===== src/rtl/instruction_decoder.sv =====
// instruction_decoder
// Takes the instruction word shifted in over SPI from the Raspberry Pi and turns
// each completed frame into one command for the accelerator core.
//
// The chip-select (cs1, active low) is synchronised into the clk domain. A frame
// is armed on its falling edge and completes on the following rising edge. The
// word is then snapshotted, the opcode is checked, and the command is offered
// on a valid/ready handshake.
//
// Ports:
//   clk, reset_n           system clock, asynchronous active-low reset
//   RPi_inst[N-1:0]        shifted word, stable while cs1 is high
//   cs1                    SPI chip-select, active low, asynchronous to clk
//   cmd_valid / cmd_ready  command handshake
//   cmd_op/addr/a/b        decoded fields, held stable while cmd_valid=1
//   err_count              saturating count of rejected frames
//   ovf_count              saturating count of frames dropped during ISSUE
//   ovf_flag               sticky overrun indicator
//   clear_stats            synchronous clear of err_count, ovf_count and ovf_flag
//
// Optional build macro INST_CHECKSUM_EN: when defined, RPi_inst[7:0] must equal
// the XOR of all other bytes of the word. A frame that fails this check is
// rejected before its opcode is looked at.
module instruction_decoder #(
    parameter int N      = 80,
    parameter int OP_W   = 8,
    parameter int ADDR_W = 8,
    parameter int DATA_W = 32,
    parameter int CNT_W  = 8
) (
    input  logic              clk,
    input  logic              reset_n,
    input  logic [N-1:0]      RPi_inst,
    input  logic              cs1,
    output logic              cmd_valid,
    input  logic              cmd_ready,
    output logic [OP_W-1:0]   cmd_op,
    output logic [ADDR_W-1:0] cmd_addr,
    output logic [DATA_W-1:0] cmd_a,
    output logic [DATA_W-1:0] cmd_b,
    output logic [CNT_W-1:0]  err_count,
    output logic [CNT_W-1:0]  ovf_count,
    output logic              ovf_flag,
    input  logic              clear_stats
);

    localparam logic [OP_W-1:0]  OP_WRITE    = OP_W'(8'h01);
    localparam logic [OP_W-1:0]  OP_READ     = OP_W'(8'h02);
    localparam logic [OP_W-1:0]  OP_EXEC     = OP_W'(8'h03);
    localparam logic [OP_W-1:0]  OP_NOP_SYNC = OP_W'(8'h04);
    localparam logic [CNT_W-1:0] CNT_MAX     = {CNT_W{1'b1}};

    typedef enum logic [2:0] {
        IDLE    = 3'd0,
        ARMED   = 3'd1,
        CAPTURE = 3'd2,
        DECODE  = 3'd3,
        ISSUE   = 3'd4
    } state_t;

    state_t              state_r, state_next_s, ret_state_s;
    logic                cs_meta_r, cs_sync_r, cs_dly_r;
    logic                fall_s, rise_s;
    logic                op_known_s, op_nop_s, ck_bad_s, frame_bad_s;
    logic                cmd_valid_r, valid_next_s;
    logic [OP_W-1:0]     cmd_op_r;
    logic [ADDR_W-1:0]   cmd_addr_r;
    logic [DATA_W-1:0]   cmd_a_r, cmd_b_r;
    logic [CNT_W-1:0]    err_count_r, err_next_s;
    logic [CNT_W-1:0]    ovf_count_r, ovf_next_s;
    logic                ovf_flag_r, flag_next_s;

`ifdef INST_CHECKSUM_EN
    // XOR of every byte of the word except the lowest one, which carries the checksum.
    function automatic logic [7:0] byte_xor(input logic [N-1:0] word);
        logic [7:0] acc;
        acc = 8'h00;
        for (int i = 1; i < N / 8; i++) begin
            acc = acc ^ word[i*8 +: 8];
        end
        return acc;
    endfunction
`endif

    assign fall_s = cs_dly_r & ~cs_sync_r;
    assign rise_s = cs_sync_r & ~cs_dly_r;

    // Two-flop synchroniser on cs1 plus a delay stage for edge detection; idles deasserted.
    always_ff @(posedge clk or negedge reset_n) begin
        if (!reset_n) begin
            cs_meta_r <= 1'b1;
            cs_sync_r <= 1'b1;
            cs_dly_r  <= 1'b1;
        end else begin
            cs_meta_r <= cs1;
            cs_sync_r <= cs_meta_r;
            cs_dly_r  <= cs_sync_r;
        end
    end

    // Opcode and optional checksum validation of the captured word.
    always_comb begin
        op_known_s = (cmd_op_r == OP_WRITE) || (cmd_op_r == OP_READ) || (cmd_op_r == OP_EXEC);
        op_nop_s   = (cmd_op_r == OP_NOP_SYNC);
`ifdef INST_CHECKSUM_EN
        ck_bad_s   = (byte_xor({cmd_op_r, cmd_addr_r, cmd_a_r, cmd_b_r}) != cmd_b_r[7:0]);
`else
        ck_bad_s   = 1'b0;
`endif
        frame_bad_s = ck_bad_s | ~(op_known_s | op_nop_s);
    end

    // FSM state register.
    always_ff @(posedge clk or negedge reset_n) begin
        if (!reset_n) begin
            state_r <= IDLE;
        end else begin
            state_r <= state_next_s;
        end
    end

    // FSM next state. When a frame finishes while cs1 is already low again, the
    // new frame's fall has been seen, so return to ARMED instead of IDLE.
    always_comb begin
        ret_state_s  = cs_sync_r ? IDLE : ARMED;
        state_next_s = state_r;
        case (state_r)
            IDLE: begin
                if (fall_s) state_next_s = ARMED;
                else        state_next_s = IDLE;
            end
            ARMED: begin
                if (rise_s) state_next_s = CAPTURE;
                else        state_next_s = ARMED;
            end
            CAPTURE: state_next_s = DECODE;
            DECODE: begin
                if (frame_bad_s || op_nop_s) state_next_s = ret_state_s;
                else                         state_next_s = ISSUE;
            end
            ISSUE: begin
                if (cmd_ready) state_next_s = ret_state_s;
                else           state_next_s = ISSUE;
            end
            default: state_next_s = IDLE;
        endcase
    end

    // Next values of the registered handshake and statistics outputs.
    always_comb begin
        valid_next_s = cmd_valid_r;
        err_next_s   = err_count_r;
        ovf_next_s   = ovf_count_r;
        flag_next_s  = ovf_flag_r;
        if ((state_r == DECODE) && (state_next_s == ISSUE)) begin
            valid_next_s = 1'b1;
        end else if ((state_r == ISSUE) && cmd_ready) begin
            valid_next_s = 1'b0;
        end else begin
            valid_next_s = cmd_valid_r;
        end
        // clear_stats wins over an increment in the same cycle.
        if (clear_stats) begin
            err_next_s  = {CNT_W{1'b0}};
            ovf_next_s  = {CNT_W{1'b0}};
            flag_next_s = 1'b0;
        end else begin
            if ((state_r == DECODE) && frame_bad_s && (err_count_r != CNT_MAX)) begin
                err_next_s = err_count_r + CNT_W'(1'b1);
            end else begin
                err_next_s = err_count_r;
            end
            // A frame completing while a command is outstanding is dropped.
            if ((state_r == ISSUE) && rise_s) begin
                flag_next_s = 1'b1;
                if (ovf_count_r != CNT_MAX) ovf_next_s = ovf_count_r + CNT_W'(1'b1);
                else                        ovf_next_s = ovf_count_r;
            end else begin
                flag_next_s = ovf_flag_r;
                ovf_next_s  = ovf_count_r;
            end
        end
    end

    // Output registers for handshake and statistics.
    always_ff @(posedge clk or negedge reset_n) begin
        if (!reset_n) begin
            cmd_valid_r <= 1'b0;
            err_count_r <= {CNT_W{1'b0}};
            ovf_count_r <= {CNT_W{1'b0}};
            ovf_flag_r  <= 1'b0;
        end else begin
            cmd_valid_r <= valid_next_s;
            err_count_r <= err_next_s;
            ovf_count_r <= ovf_next_s;
            ovf_flag_r  <= flag_next_s;
        end
    end

    // Field snapshot; loaded only in CAPTURE, so fields never move while cmd_valid=1.
    always_ff @(posedge clk or negedge reset_n) begin
        if (!reset_n) begin
            cmd_op_r   <= {OP_W{1'b0}};
            cmd_addr_r <= {ADDR_W{1'b0}};
            cmd_a_r    <= {DATA_W{1'b0}};
            cmd_b_r    <= {DATA_W{1'b0}};
        end else if (state_r == CAPTURE) begin
            cmd_op_r   <= RPi_inst[N-1 -: OP_W];
            cmd_addr_r <= RPi_inst[N-OP_W-1 -: ADDR_W];
            cmd_a_r    <= RPi_inst[N-OP_W-ADDR_W-1 -: DATA_W];
            cmd_b_r    <= RPi_inst[DATA_W-1:0];
        end else begin
            cmd_op_r   <= cmd_op_r;
            cmd_addr_r <= cmd_addr_r;
            cmd_a_r    <= cmd_a_r;
            cmd_b_r    <= cmd_b_r;
        end
    end

    assign cmd_valid = cmd_valid_r;
    assign cmd_op    = cmd_op_r;
    assign cmd_addr  = cmd_addr_r;
    assign cmd_a     = cmd_a_r;
    assign cmd_b     = cmd_b_r;
    assign err_count = err_count_r;
    assign ovf_count = ovf_count_r;
    assign ovf_flag  = ovf_flag_r;

endmodule


===== config.mk =====
export PLATFORM = sky130hd
export DESIGN_NAME = instruction_decoder
export DESIGN_NICKNAME = d
export VERILOG_FILES = /design/src/rtl/instruction_decoder.sv
export SDC_FILE = /design/constraint.sdc
export NUM_CORES = 1
export LEC_CHECK = 0
export CAP_MARGIN = 20
export CORE_ASPECT_RATIO = 0.5
export CORE_UTILIZATION = 38
export DETAILED_ROUTE_END_ITERATION = 12
export GPL_ROUTABILITY_DRIVEN = 1
export HOLD_SLACK_MARGIN = 0.15
export PLACE_DENSITY = 0.7
export REMOVE_ABC_BUFFERS = 1
export SYNTH_ARGS = -nofsm -noshare
export SYNTH_HDL_FRONTEND = slang
export SYNTH_SLANG_ARGS = --single-unit
export TNS_END_PERCENT = 50

===== constraint.sdc =====
create_clock -name clk -period 2.6 [get_ports clk]
set_input_delay 0.52 -clock clk [delete_from_list [all_inputs] [get_ports clk]]
set_output_delay 0.52 -clock clk [all_outputs]
set_load 0.005 [all_outputs]

==> metrics.md <==
| Metric | Value |
|---|---|
| Largest net degree at the start of global routing | 81 |
| Initial antenna violation count | 0 |
| Final Cycle Share | 83.9% |
| Storage cell area | 2610 sq um |
| R2r setup slk | 0.42 ns |
| Vias in the first global route | 3079 |
| Fin Setup TNS | 0 ns |
| RSZ-0062 raised after global routing | false |
| Gate Count Post-Synth | 301 |
| RR Startpoint | cmd_op[4] |
| Syn Std Cell Area | 4240 sq um |
| #FFs+latches synth | 104 |
| Via count | 3058 |
| Vias per cell | 4.85 |
| Clk_skew | 0.00515 ns |
| F_max | 458 MHz |
| Top cell type by total area after synthesis | dfrtp_1 |
| Share of post-route cells with drive strength above 1 | 22.4% |
| Synth top area share | 59.7% |
| Global-route wire length before repair | 16.2 mm |
| Multi-input logic area | 1550 sq um |
| Yosys warns | 0 |
| Most common cell after layout, fill and taps aside | clkdlybuf4s50_1 |
| Residual DRC | 0 |
| Worst Path Arrival | 2.40 ns |
| Initial DRC count | 97 |
| Total Power | 6.97 mW |
| # diodes | 0 |
| # rows | 26 |
| Leak | 2.64 nW |
| Yosys cell types | 41 |
| Synth async-reset ratio | 100% |
| Die area | 11600 sq um |
| GP Congestion | 0.752 |
| Peak supply drop | 0.528 mV |
| Setup-failing EPs final | 0 |
| Initial Util | 40.3% |
| Worst Setup Path Type | reg2reg |
| Post-synth EDFFs | 0 |
| Critical path peak fanout | 13 |
| DP Wirelength | 7.40 mm |
| Final Hold Viols | 0 |
| Core area | 10500 sq um |
| Pwr dens | 1070 nW/um^2 |
| Total Wirelength | 10.1 mm |
| CTS clk-pin slew, worst paths | 0.07 ns |
| Tot GR Track Use | 18.2% |
| Hold path start | cs_meta_r |
| Main synth FF type | dfrtp_1 |
| CTS tree | built |
| R2R depth | 4 |
| Worst hold path depth | 0 |
| Worst Hold Class | reg2reg |
| Worst-Margin Slew | 0.634 ns |
| Wire per inst | 16.1 um |
| R2R Path End | err_count[7] |
| Commonest non-fill, non-tap cells in the layout | clkdlybuf4s50_1 (181), dfrtp_1 (101), mux2_2 (81) |
| Crit path launch type | flip-flop |
| Clock sink count | 104 |
| Post-synthesis sequential area ratio | 61.5% |
| Grt total ovfl | 0 |
| PortBufs | 182 |
| ANT nets after route | 0 |
| Req. time, crit path | 2.82 ns |
| Max_slew headroom | 57.6% |
| Pre-Repair DR Iteration Count | 4 |
| Post-CTS setup buffer count | 0 |
| Hold-fix buffers, CTS | 1 |
| CP endpoint kind | flip-flop |
| Status | finished, final reports clean |
| I/O pin count | 183 |
| Final #Nets | 573 |
| CTS H-Tree Depth | 3 |
| Layout area overhead | 54.5% |
| Horiz. Die Dim | 151 um |
| Clk_lat worst skew | 0.34 ns |
| Max_cap viols | 0 |
| Min Clock Period, post-route | 2.18 ns |
| Root buffer cell | clkbuf_16 |
| Fillers | 845 |
| Top post-synthesis cells by area | dfrtp_1 (60%), mux2_2 (22%), dfstp_2 (1.9%), a21oi_1 (1.2%), nor2_1 (1.2%) |
| Die Y | 76.7 um |
| Clock Path Buffers | 2 |
| Syn_area_per_cell | 14.1 sq um |
| Max-slew violations | 0 |
| Clock buffer count from CTS | 9 |
| Worst Hold Path EP | cs_sync_r |
| Post-CTS sizing | 0 |
## Yosys cell counts, types with 2 or more instances
master / number
dfrtp_1: 101
mux2_2: 81
nor2_1: 13
nand2_1: 11
a21oi_1: 10
buf_2: 8
nor2b_1: 7
nand3_1: 5
nand4_1: 5
o21ai_0: 5
o31ai_1: 5
clkbuf_1: 4
inv_1: 4
nor4_1: 4
or4_1: 4
dfstp_2: 3
ha_1: 2
mux2_1: 2
nor3_1: 2
o311ai_0: 2
o41ai_1: 2
or3_1: 2
## area by class of cell
type	instances	area share (%)
clock inverter	4	1.07
clock buffer	12	3.61
timing repair buffer	188	28.9
sequential	104	39.8
inverter	4	0.229
multi-input combinational	179	23.7
tap	140	2.68
## where the power goes
part / internal, mW / switching (mW) / leakage [nW] / total (mW)
Combinational: 1.98 / 0.903 / 1.22 / 2.88
Clock: 0.842 / 0.568 / 0.151 / 1.41
Sequential: 2.30 / 0.381 / 1.27 / 2.68
## per-stage QoR
step	utilization, %	instance area, sq um	setup WS [ns]	std cells	hold slack [ns]
after floorplan	-	4170	-4.57	287	0.224
after detailed placement	59.3	6230	0.445	614	0.348
final	62.3	6550	0.419	631	0.357
after global routing	62.3	6550	0.293	631	0.359
after CTS	62.3	6550	0.427	631	0.358
after global placement	59.3	6230	0.484	614	0.346
## routing by layer
metal / up-vias / share of wire [%] / global-route usage [%]
li1: 1466 / - / -
met1: 1522 / 44 / 23.2
met2: 57 / 51 / 30.4
met3: 13 / 3.5 / 4.82
met4: 0 / 1.5 / 5.30
met5: - / 0 / 0
## flip-flops by register name, indices dropped and copies added (netlist names), 3 cells and up
signal / count
cmd_b: 32
cmd_a: 32
cmd_op: 8
state_r: 3
cmd_addr: 8
err_count: 8
ovf_count: 8
## critical path, cell delays in order, from the launching register on
cell and delay (ns):
dfrtp_1 0.40, or4_4 0.57, nor4b_4 0.60, nor4_1 0.16, mux2_1 0.34
## kinds of logic (layout without fill, tap and decap cells)
family	Yosys count	in the layout	share of synthesized area (%)
AOI/OAI and AO/OA	30	30	4.70
xor gates and xnor gates	1	1	0.207
adders and majority gates	2	2	0.591
buffers and inverters	18	208	2.01
DFF	104	104	61.5
muxes	85	85	22.7
and+or+nand+nor	61	61	8.33
## worst max-delay path by stage
stage,from,endpoint,slack (ns)
floorplan,state_r[0],cmd_a[0],-4.57
global placement,cmd_op[4],err_count[6],0.48
detailed placement,cmd_op[4],err_count[5],0.44
CTS,cmd_op[4],err_count[7],0.43
global route,cmd_op[4],err_count[7],0.29
finish,cmd_op[4],err_count[7],0.42
(Power assumes the default switching activity.)
